--- src/rtl/pic_host_master.sv ---
// rtl/pic_host_master.sv - CPU-side bus master for an 8259A-style interrupt controller
// Runs ICW/OCW init, single register writes/reads and the two-pulse INTA cycle.
module pic_host_master #(
  parameter int SETUP   = 1,
  parameter int PULSE_W = 2
) (
  input  logic       CLK,
  input  logic       NRST,
  input  logic       cfg_start,
  input  logic [7:0] icw1,
  input  logic [7:0] icw2,
  input  logic [7:0] icw3,
  input  logic [7:0] icw4,
  input  logic [7:0] ocw1,
  output logic       busy,
  output logic       init_done,
  input  logic       wr_req,
  input  logic       wr_a0,
  input  logic [7:0] wr_data,
  output logic       wr_ack,
  input  logic       rd_req,
  input  logic       rd_a0,
  output logic       rd_valid,
  output logic [7:0] rd_data,
  input  logic       INT,
  output logic       vec_valid,
  output logic [7:0] vec,
  output logic       NCS,
  output logic       NWR,
  output logic       NRD,
  output logic       NINTA,
  output logic       A0,
  output logic [7:0] D_out,
  output logic       D_oe,
  input  logic [7:0] D_in
);

  typedef enum logic [3:0] {
    S_IDLE, S_SETUP, S_STROBE, S_HOLD, S_RECOV,
    S_INTA1, S_IGAP, S_INTA2, S_IRECOV
  } state_t;

  typedef enum logic [1:0] {OP_INIT, OP_WR, OP_RD} op_t;

  state_t     state;
  op_t        op;
  logic [7:0] cnt;
  logic [2:0] step;
  logic [2:0] nstep;
  logic [7:0] nbyte;
  logic       cur_a0;
  logic [7:0] cur_data;
  logic [7:0] icw2_q, icw3_q, icw4_q, ocw1_q;
  logic       sngl_q, ic4_q;
  logic       int_meta, int_s, arm;
  logic [7:0] rd_shadow;

  // Steps: 0=ICW1 1=ICW2 2=ICW3 3=ICW4 4=OCW1; ICW3 skipped in single mode, ICW4 skipped without IC4.
  always_comb begin
    nstep = 3'd4;
    case (step)
      3'd0:    nstep = 3'd1;
      3'd1:    nstep = !sngl_q ? 3'd2 : (ic4_q ? 3'd3 : 3'd4);
      3'd2:    nstep = ic4_q ? 3'd3 : 3'd4;
      default: nstep = 3'd4;
    endcase
    nbyte = ocw1_q;
    case (nstep)
      3'd1:    nbyte = icw2_q;
      3'd2:    nbyte = icw3_q;
      3'd3:    nbyte = icw4_q;
      default: nbyte = ocw1_q;
    endcase
  end

  // Pin outputs are decoded from the state held during the previous cycle,
  // so every pin change lands one edge after the state change that caused it.
  always_ff @(posedge CLK) begin
    if (!NRST) begin
      state     <= S_IDLE;
      op        <= OP_INIT;
      cnt       <= '0;
      step      <= '0;
      cur_a0    <= 1'b0;
      cur_data  <= '0;
      icw2_q    <= '0;
      icw3_q    <= '0;
      icw4_q    <= '0;
      ocw1_q    <= '0;
      sngl_q    <= 1'b0;
      ic4_q     <= 1'b0;
      int_meta  <= 1'b0;
      int_s     <= 1'b0;
      arm       <= 1'b1;
      rd_shadow <= '0;
      busy      <= 1'b0;
      init_done <= 1'b0;
      wr_ack    <= 1'b0;
      rd_valid  <= 1'b0;
      rd_data   <= '0;
      vec_valid <= 1'b0;
      vec       <= '0;
      NCS       <= 1'b1;
      NWR       <= 1'b1;
      NRD       <= 1'b1;
      NINTA     <= 1'b1;
      A0        <= 1'b0;
      D_out     <= '0;
      D_oe      <= 1'b0;
    end else begin
      int_meta  <= INT;
      int_s     <= int_meta;
      wr_ack    <= 1'b0;
      rd_valid  <= 1'b0;
      vec_valid <= 1'b0;
      busy      <= (state != S_IDLE);
      if (!int_s) arm <= 1'b1;

      case (state)
        S_IDLE: begin
          NCS   <= 1'b1;
          NWR   <= 1'b1;
          NRD   <= 1'b1;
          NINTA <= 1'b1;
          D_oe  <= 1'b0;
          cnt   <= '0;
          if (cfg_start) begin
            op        <= OP_INIT;
            step      <= 3'd0;
            cur_a0    <= 1'b0;
            cur_data  <= icw1 | 8'h10;
            sngl_q    <= icw1[1];
            ic4_q     <= icw1[0];
            icw2_q    <= icw2;
            icw3_q    <= icw3;
            icw4_q    <= icw4;
            ocw1_q    <= ocw1;
            init_done <= 1'b0;
            state     <= S_SETUP;
          end else if (init_done && int_s && arm) begin
            arm   <= 1'b0;
            state <= S_INTA1;
          end else if (init_done && wr_req) begin
            op       <= OP_WR;
            cur_a0   <= wr_a0;
            cur_data <= wr_data;
            state    <= S_SETUP;
          end else if (init_done && rd_req) begin
            op     <= OP_RD;
            cur_a0 <= rd_a0;
            state  <= S_SETUP;
          end
        end
        S_SETUP: begin
          NCS   <= 1'b0;
          A0    <= cur_a0;
          D_out <= cur_data;
          D_oe  <= (op != OP_RD);
          if (cnt == 8'(SETUP - 1)) begin
            cnt   <= '0;
            state <= S_STROBE;
          end else begin
            cnt <= cnt + 8'd1;
          end
        end
        S_STROBE: begin
          NWR <= (op == OP_RD);
          NRD <= (op != OP_RD);
          if (cnt == 8'(PULSE_W - 1)) begin
            cnt   <= '0;
            state <= S_HOLD;
          end else begin
            cnt <= cnt + 8'd1;
          end
        end
        S_HOLD: begin
          // This edge closes the last strobe-low cycle on the pins.
          NWR       <= 1'b1;
          NRD       <= 1'b1;
          rd_shadow <= D_in;
          state     <= S_RECOV;
        end
        S_RECOV: begin
          NCS  <= 1'b1;
          D_oe <= 1'b0;
          if (op == OP_WR) wr_ack <= 1'b1;
          if (op == OP_RD) begin
            rd_valid <= 1'b1;
            rd_data  <= rd_shadow;
          end
          if (op == OP_INIT && step != 3'd4) begin
            step     <= nstep;
            cur_a0   <= 1'b1;
            cur_data <= nbyte;
            state    <= S_SETUP;
          end else begin
            if (op == OP_INIT) init_done <= 1'b1;
            busy  <= 1'b0;
            state <= S_IDLE;
          end
        end
        S_INTA1, S_INTA2: begin
          NINTA <= 1'b0;
          if (cnt == 8'(PULSE_W - 1)) begin
            cnt   <= '0;
            state <= (state == S_INTA1) ? S_IGAP : S_IRECOV;
          end else begin
            cnt <= cnt + 8'd1;
          end
        end
        S_IGAP: begin
          NINTA <= 1'b1;
          state <= S_INTA2;
        end
        S_IRECOV: begin
          NINTA     <= 1'b1;
          vec       <= D_in;
          vec_valid <= 1'b1;
          busy      <= 1'b0;
          state     <= S_IDLE;
        end
        default: state <= S_IDLE;
      endcase
    end
  end

endmodule

--- config.mk ---
export PLATFORM = sky130hd
export DESIGN_NAME = pic_host_master
export DESIGN_NICKNAME = d
export VERILOG_FILES = /design/src/rtl/pic_host_master.sv
export SDC_FILE = /design/constraint.sdc
export NUM_CORES = 1
export LEC_CHECK = 0
export CORE_ASPECT_RATIO = 1.4
export CORE_UTILIZATION = 40
export DETAILED_ROUTE_END_ITERATION = 7
export GPL_TIMING_DRIVEN = 0
export PLACE_DENSITY = 0.67
export SYNTH_ARGS = -nofsm -noshare
export SYNTH_HDL_FRONTEND = slang
export SYNTH_SLANG_ARGS = --single-unit
--- constraint.sdc ---
create_clock -name CLK -period 3.25 [get_ports CLK]
set_clock_uncertainty 0.1 [all_clocks]
set_input_delay 0.65 -clock CLK [delete_from_list [all_inputs] [get_ports CLK]]
set_output_delay 0.65 -clock CLK [all_outputs]
set_load 0.1 [all_outputs]
==> After elaboration in Yosys (flattened, before gate mapping) <==
Index checks and enable logic that the tools add are counted.
{ "totals": {"register_bits": 106, "inputBits": 64, "out_inout_bits": 35, "word_cells": 144} }
{ "classes": {"addsub": 1, "eq_ne": 30, "mux": 53, "n_reduce_logical": 30} }
{ "ops": {"columns": ["op", "n"], "rows": [
  ["two-way mux 8 bit", 6],
  ["one-hot mux 8 bit (3 select lines)", 2],
  ["two-way mux 4 bit", 8],
  ["one-hot mux 4 bit (7 select lines)", 1],
  ["!= test 2 bit, second input constant", 9],
  ["two-way mux 1 bit", 17],
  ["== test 4 x 3 -> 1 bit, second input constant", 4],
  ["one-hot mux 1 bit (2 select lines)", 8],
  ["one-hot mux 8 bit (2 select lines)", 1],
  ["AND reduction 4 bit", 4],
  ["two-way mux 3 bit", 4],
  ["== test 3 x 2 -> 1 bit, second input constant", 3],
  ["!= test 3 bit, second input constant", 3],
  ["one-hot mux 3 bit (3 select lines)", 1],
  ["adder 8 x 1 -> 8 bit, second input constant", 1],
  ["== test 4 x 2 -> 1 bit, second input constant", 2],
  ["== test 8 x 1 -> 1 bit, second input constant", 1],
  ["zero test 8 bit", 1],
  ["two-way mux 2 bit", 4],
  ["nonzero test 2 bit", 4],
  ["== test 3 x 1 -> 1 bit, second input constant", 2],
  ["one-hot mux 3 bit (2 select lines)", 1],
  ["AND reduction 2 bit", 3],
  ["AND reduction 3 bit", 2],
  ["other kinds (14)", 22]
]} }

==> Longest topological paths before layout <==
Gate-level depths: netlist (run 1).
{ "depth": {"word_depth": 7, "depth_mapped": 8, "depth_no_buf": 7} }

==> Worst setup path after synthesis (run 1) <==
Ideal clock, no wire load.
{ "synth_path": {"kind": "reg2reg", "start": "register init_done", "end": "register cur_data[1]", "setup_time_ns": 0.133, "arrival_ns": 1.960, "t_required_ns": 3.017, "path_slack_ns": 1.056, "stages_incl_launch_ff": 7, "period_less_slack_ns": 2.194, "path_cell_list": "dfxtp_1 -> nand4b_1 -> nand3_1 -> nand2_1 -> buf_2 -> nand4_1 -> o221ai_1"} }
{ "synth_between": {"elab_chain_len": 4, "word_cells_on_any_way": 6, "cone_classes": "2 x eq/ne; 4 x reduce/logical"} }
{ "synth_lines": {"columns": ["element", "line", "rtl"], "rows": [
  ["from (decl)", "16", "output logic init_done,"],
  ["from (signal assigned)", "97", "init_done <= 1'b0;"],
  ["from (signal assigned)", "138", "init_done <= 1'b0;"],
  ["from (signal assigned)", "197", "if (op == OP_INIT) init_done <= 1'b1;"],
  ["logical AND 1 bit (2 in series)", "140", "end else if (init_done && int_s && arm) begin"],
  ["!= test 3 bit (no source line)", null, null],
  ["AND reduction 4 bit (no source line) (*)", null, null],
  ["to (signal assigned)", "131", "cur_data <= icw1 | 8'h10;"],
  ["to (signal assigned)", "146", "cur_data <= wr_data;"],
  ["to (signal assigned)", "194", "cur_data <= nbyte;"],
  ["to (decl)", "52", "logic [7:0] cur_data;"]
]} }
Every way passes the cells marked *; elsewhere a longest branch is shown, timed or not.
A chain may end at the register's enable or synchronous reset.

==> Worst setup path in the final report (run 1) <==
{ "layout_path": {"start": "register init_done", "end": "output port init_done"} }
No word-level cell between the ends.

==> key figures, run 1 <==
Synthesis
  – Sequential cell area fraction in the yosys report: 42.74%
  – Yosys reg bits: 106
  – Post-synth ARST share: 0%
  – Syn nets: 658
  – EDFF count, synth: 0
  – Syn_area_per_cell: 8.401 µm²
  – Synthesized area: 4965 µm²
  – Top FF cell, synth: dfxtp_1
  – Yosys cell types: 65
  – Cells after synthesis: 591
  – Synth Warn #: 0

Timing
  – Least-Margin Pin Slew: 0.9840 ns
  – Slew HR: 34.20%
  – Total Neg Setup Slack: 0 ns
  – Final min period: 2.733 ns
  – Final number of hold-violating endpoints: 0
  – RSZ-0062 raised after global routing: no
  – Max-slew violations: 0
  – Peak Freq: 365.9 MHz
  – Tcrit/Tclk final: 84.10%
  – # setup viols final: 0

Cells and area
  – Ant. Diodes: 0
  – Synth-to-layout area growth: 29.31%
  – Commonest non-fill, non-tap cells in the layout: nand2_1, dfxtp_1, clkdlybuf4s50_1
  – Share of cells above drive strength 1: 7.966%
  – Most common cell after layout, fill and taps aside: nand2_1
  – Cell area after layout: 6420 µm²
  – Finished Layout Cells: 850
  – Nets: 766

Clocking
  – Hold Buf Count CTS: 0
  – Root buffer cell: clkbuf_16
  – CTS clk-pin slew, worst paths: 0.07 ns
  – Postcts setup bufs: 0
  – Clk_lat worst skew: 0.35 ns
  – TritonCTS clock tree: yes
  – CTS H-tree depth: 3
  – Clock Sinks: 106
  – TritonCTS Buffers: 9
  – Longest Clk Path Bufs: 2
  – Post-CTS Resized: 0

Setup path
  – CP startpoint kind: flop
  – CP Max Fanout: 7
  – Crit-path cells: clkdlybuf4s50_1
  – Critical Path Max Stage Delay: 1.18 ns
  – Worst Setup SP: init_done
  – CP delay by family, top: buffers and inverters
  – Worst Setup End Kind: output port
  – Crit path DAT: 1.98 ns
  – R2R setup slack: 1.13 ns
  – R2r endpoint: cur_data[6]
  – Worst path depth: 1
  – Setup CP Type: flop to output port
  – Crit path to: init_done
  – Buf+Inv Stages, Crit Path: 1
  – Reg2reg path depth: 5
  – RR Startpoint: step[1]
  – Critical path's slowest cell: clkdlybuf4s50_1
  – Critical path required time: 2.50 ns

GRT
  – Vias in the first global route: 4460
  – Gr usage total: 22.89%
  – First-pass GRT wire length: 22420 µm
  – Pin count of the biggest net entering global routing: 18
  – Initial antenna violation count: 0
  – Total gr overflow: 0

Placed design
  – DP HPWL: 10930 µm
  – Placed Area: 6120 µm²
  – Placed cell count: 835
  – # port buffers: 97
  – Placer Congestion: 0.9185

Floorplan
  – DIE WIDTH: 96.16 µm
  – Initial Util: 41.59%
  – Die area: 12870 µm²
  – Area of the core: 11940 µm²
  – Die Ht: 133.8 µm
  – Top Ports: 99
  – Row count: 47

Power and ir drop
  – Peak VDD IR: 0.3026 mV
  – Leak pwr: 2.300 nW
  – PD cells: 681.9 nW/µm²
  – Overall power: 4.377 mW

Routing
  – DR DRC count: 0
  – DRT Wirelength: 14050 µm
  – Avg WL per Cell: 16.53 µm
  – Final antenna-violating net count: 0
  – Routed vias: 4530
  – Vias/cell: 5.329
  – DRT iter0 DRCs: 138
  – DRT Pass-1 Iters: 5

Status
  – Status: complete, no violations

Min path
  – Min-Delay Path Class: flop to flop

Flow run
  – Max Cap Viol: 0
[flip-flops by register name (all words and copies together), names as in the netlist, 2 cells and up]
| register | count |
|---|---|
| state | 4 |
| icw2_q | 8 |
| cnt | 8 |
| ocw1_q | 8 |
| vec | 8 |
| cur_data | 8 |
| D_out | 8 |
| step | 3 |
| icw4_q | 8 |
| rd_data | 8 |
| rd_shadow | 8 |
| op | 2 |
| icw3_q | 8 |
[kinds of logic (layout without fill, tap and decap cells)]
kind of cell / count (synthesis) / in the layout / share of synthesized area (%)
compound gates: 148 / 148 / 21.93
xor+xnor: 2 / 2 / 0.3529
fa+ha+maj: 3 / 3 / 0.7561
buf+inv: 51 / 163 / 4.939
flops: 106 / 106 / 42.74
mux: 21 / 21 / 4.360
simple gates: 260 / 260 / 24.92
[worst min-delay path by stage]
| stage | start | to | cells after the start |
|---|---|---|---|
| 2_1_floorplan | int_meta | int_s | 1 |
| 3_3_place_gp | int_meta | int_s | 1 |
| 3_5_place_dp | int_meta | int_s | 1 |
| 4_1_cts | int_meta | int_s | 1 |
| 5_1_grt | icw3_q[4] | icw3_q[4] | 2 |
| 6_report | int_meta | int_s | 1 |
[cells in the mapped netlist (all sizes together), types with 2 or more instances]
library cell | number | share of area (%)
nand2 | 161 | 12
dfxtp | 106 | 43
a21boi | 62 | 9.4
clkbuf | 24 | 1.8
nor2b | 22 | 2.8
o21ai | 19 | 1.9
buf | 18 | 2.4
mux2i | 16 | 3.2
nor3 | 14 | 1.6
nand3 | 13 | 1.3
a21oi | 12 | 1.3
a31oi | 10 | 1.3
nor2 | 10 | 0.81
inv | 9 | 0.68
and2 | 8 | 1.0
o211ai | 7 | 1.2
o221ai | 7 | 1.2
and3 | 6 | 0.81
o22ai | 6 | 0.76
mux2 | 5 | 1.1
nand4 | 5 | 0.63
or3 | 5 | 0.63
nand2b | 4 | 0.55
ha | 3 | 0.76
nor4 | 3 | 0.63
o221a | 3 | 0.68
o311ai | 3 | 0.88
a21o | 2 | 0.30
a221oi | 2 | 0.35
nor4b | 2 | 0.78
o211a | 2 | 0.40
o21a | 2 | 0.30
or4 | 2 | 0.38
xor2 | 2 | 0.35
[where the power goes]
part,internal [mW],switching (mW)
registers,1.51,0.146
clock network,0.620,0.503
logic,0.566,1.04
[worst register-to-register path: cells and delay by family (launching register included)]
kind | cells | cell delay (ns)
AO/OA/AOI/OAI | 3 | 0.71
flip-flops | 1 | 0.49
buffers and inverters | 1 | 0.40
AND/OR/NAND/NOR | 1 | 0.30
[layout make-up]
| class | count | area (µm²) |
|---|---|---|
| flip-flops and latches | 106 | 2122 |
| plain buffers | 42 | 211.5 |
| fillers | 1132 | 5518 |
| clock buffers | 10 | 239.0 |
| multi-input cells | 434 | 2597 |
| clock inverters | 5 | 61.31 |
| repair buffers | 97 | 970.9 |
| inverters | 9 | 33.78 |
| well taps | 147 | 183.9 |
[routing by layer]
layer | vias up | GRT usage [%] | part of all wire (%)
met5 | - | 0 | 0
met4 | 0 | 9.619 | 3.3
met1 | 2108 | 25.84 | 41
met3 | 29 | 2.948 | 3.8
met2 | 127 | 41.96 | 52
li1 | 2266 | - | -
[per-stage QoR]
step                hold slack, ns  setup slack (ns)  util (%)
finish                      0.3537            0.5167     53.78
global route                0.3710            0.4552     53.78
CTS                         0.3582            0.4978     53.78
detailed placement          0.3415            0.4633     51.26
global placement            0.3192            0.5205     51.26
floorplan                   0.3119             1.056         -
No activity file was read; power rests on OpenSTA's default activity.
==> run 2, diff against run 1 <==
--- a/config.mk
+++ b/config.mk
@@ -9,7 +9,7 @@
 export CORE_UTILIZATION = 40
 export DETAILED_ROUTE_END_ITERATION = 7
 export GPL_TIMING_DRIVEN = 0
-export PLACE_DENSITY = 0.67
+export PLACE_DENSITY = 0.69
 export SYNTH_ARGS = -nofsm -noshare
 export SYNTH_HDL_FRONTEND = slang
 export SYNTH_SLANG_ARGS = --single-unit
==> constraint.sdc (replaced) <==
create_clock -name CLK -period 2.3 [get_ports CLK]
set_clock_uncertainty 0.1 [all_clocks]
set_input_delay 0.46 -clock CLK [delete_from_list [all_inputs] [get_ports CLK]]
set_output_delay 0.46 -clock CLK [all_outputs]
set_load 0.1 [all_outputs]
==> key figures, run 2 (synthesized netlist as in run 1, its figures left out) <==
Setup path
  – Buf+Inv Stages, Crit Path: 1 (unchanged)
  – Critical Path Max Stage Delay: 0.87 ns (was 1.18 ns)
  – Setup CP Type: flop to output port (unchanged)
  – Worst Setup End Kind: output port (unchanged)
  – CP startpoint kind: flop (unchanged)
  – R2r endpoint: cur_data[6] (unchanged)
  – CP Max Fanout: 7 (unchanged)
  – RR Startpoint: step[1] (unchanged)
  – CP delay by family, top: buffers and inverters (unchanged)
  – Reg2reg path depth: 5 (unchanged)
  – R2R setup slack: 0.12 ns (was 1.13 ns)
  – Crit path DAT: 1.69 ns (was 1.98 ns)
  – Critical path's slowest cell: clkdlybuf4s15_1 (was clkdlybuf4s50_1)
  – Critical path required time: 1.74 ns (was 2.50 ns)
  – Crit-path cells: clkdlybuf4s15_1 (was clkdlybuf4s50_1)

Floorplan
  – Initial Util: 41.59% (unchanged)
  – Die Ht: 133.8 µm (unchanged)
  – Top Ports: 99 (unchanged)
  – DIE WIDTH: 96.16 µm (unchanged)
  – Row count: 47 (unchanged)
  – Die area: 12870 µm² (unchanged)
  – Area of the core: 11940 µm² (unchanged)

GRT
  – Initial antenna violation count: 0 (unchanged)
  – Pin count of the biggest net entering global routing: 18 (unchanged)
  – Vias in the first global route: 4493 (was 4460)
  – First-pass GRT wire length: 22200 µm (was 22420 µm)
  – Total gr overflow: 0 (unchanged)
  – Gr usage total: 22.62% (was 22.89%)

Routing
  – DR WL met2: 7350 µm (was 7345 µm)
  – Vias/cell: 5.396 (was 5.329)
  – DR DRC count: 0 (unchanged)
  – Final antenna-violating net count: 0 (unchanged)
  – Routed vias: 4592 (was 4530)
  – DRT Wirelength: 13810 µm (was 14050 µm)
  – Met3 wire len: 519 µm (was 534 µm)
  – Max layer used: met4 (unchanged)
  – Met1 wire length: 5445 µm (was 5710 µm)
  – Avg WL per Cell: 16.23 µm (was 16.53 µm)
  – DRT iter0 DRCs: 129 (was 138)
  – DRT Pass-1 Iters: 4 (was 5)

Min path
  – Hold Crit Start: int_meta (unchanged)
  – Hold depth: 1 (unchanged)
  – Min-Delay Endpoint: int_s (unchanged)
  – Min-Delay Path Class: flop to flop (unchanged)

Flow run
  – Max Cap Viol: 0 (unchanged)

Cells and area
  – Finished Layout Cells: 851 (was 850)
  – Commonest non-fill, non-tap cells in the layout: nand2_1, dfxtp_1, clkdlybuf4s50_1 (unchanged)
  – Util after Layout: 53.45% (was 53.78%)
  – Nets: 766 (unchanged)
  – Synth-to-layout area growth: 28.53% (was 29.31%)
  – Share of cells above drive strength 1: 7.955% (was 7.966%)
  – Ant. Diodes: 0 (unchanged)
  – Cell area after layout: 6381 µm² (was 6420 µm²)
  – Most common cell after layout, fill and taps aside: nand2_1 (unchanged)

Placed design
  – Placer Congestion: 0.9188 (was 0.9185)
  – Placed Area: 6120 µm² (unchanged)
  – Placed cell count: 835 (unchanged)
  – Pre-CTS WS: -0.2500 ns (was 0.4633 ns)
  – DP HPWL: 10760 µm (was 10930 µm)
  – # port buffers: 97 (unchanged)

Clocking
  – Clk_lat worst skew: 0.34 ns (was 0.35 ns)
  – CTS clk-pin slew, worst paths: 0.07 ns (about the same)
  – Clock Sinks: 106 (unchanged)
  – Postcts setup bufs: 0 (unchanged)
  – Longest Clk Path Bufs: 2 (unchanged)
  – CTS H-tree depth: 3 (unchanged)
  – TritonCTS Buffers: 9 (unchanged)
  – Root buffer cell: clkbuf_16 (unchanged)
  – TritonCTS clock tree: yes (unchanged)
  – Hold Buf Count CTS: 0 (unchanged)

Timing
  – Final min period: 2.245 ns
  – Final WS setup: 0.05482 ns (was 0.5167 ns)
  – Slew HR: 34.66% (was 34.20%)
  – # setup viols final: 0 (unchanged)
  – Final number of hold-violating endpoints: 0 (unchanged)
  – Tcrit/Tclk final: 97.62%
  – RSZ-0062 raised after global routing: no (unchanged)
  – Hold Slack: 0.3367 ns (was 0.3537 ns)
  – Peak Freq: 445.4 MHz
  – Least-Margin Pin Slew: 0.9840 ns (about the same)
  – Max-slew violations: 0 (unchanged)

Status
  – Status: complete, no violations (unchanged)

Power and ir drop
  – Leak pwr: 2.437 nW (was 2.300 nW)
  – PD cells: 960.3 nW/µm² (was 681.9 nW/µm²)
  – Peak VDD IR: 0.4011 mV (was 0.3026 mV)
run 2: cell types whose count changed in the layout (fill, tap and decap cells not counted):
cell,previous run,this run
inv_6,2,1
clkdlybuf4s50_1,97,62
clkbuf_1,24,25
dlygate4sd2_1,0,34
clkdlybuf4s15_1,0,1
clkinv_4,1,2
run 2: report_power, final:
| group | leakage (nW) | switching [mW] | total (mW) | internal, mW |
|---|---|---|---|---|
| registers | 0.863 | 0.200 | 2.33 | 2.13 |
| logic | 1.42 | 1.46 | 2.23 | 0.769 |
| clock network | 0.150 | 0.690 | 1.57 | 0.881 |
| total | 2.44 | 2.35 | 6.13 | 3.78 |
run 2: how the worst max path moves through the flow:
stage,start,slack [ns],end,cells past startpoint
6_report,init_done,0.05,init_done,1
5_1_grt,init_done,0.02,init_done,1
2_1_floorplan,init_done,0.11,cur_data[1],6
4_1_cts,init_done,0.01,init_done,1
3_5_place_dp,cfg_start,-0.25,cur_data[1],5
3_3_place_gp,cfg_start,-0.22,cur_data[1],5
run 2: final cells by class:
type	count	area (µm²)
Fill cell	1160	5557
Buffer	42	211.5
Clock inverter	5	61.31
Inverter	9	33.78
Multi-Input combinational cell	434	2597
Sequential cell	106	2122
Tap cell	147	183.9
Timing Repair Buffer	97	928.4
Clock buffer	11	242.7
run 2: per-stage QoR:
step | setup TNS, ns | total power, mW
after detailed placement | -3.101 | 4.635
final | 0 | 6.128
after CTS | 0 | 6.174
after global placement | -2.615 | 4.583
after global routing | 0 | 6.509
after floorplan | 0 | 3.966
run 2: routing by layer:
| layer | vias up | global-route usage, % |
|---|---|---|
| met5 | - | 0 |
| met4 | 0 | 10.45 |
| met3 | 31 | 2.438 |
| met2 | 121 | 41.80 |
| met1 | 2157 | 25.12 |
| li1 | 2283 | - |
run 2: timing repair:
item	4_1_cts	5_1_grt
endpoints found under the setup margin	35	1
resized for setup	35	1
cloned	0	0
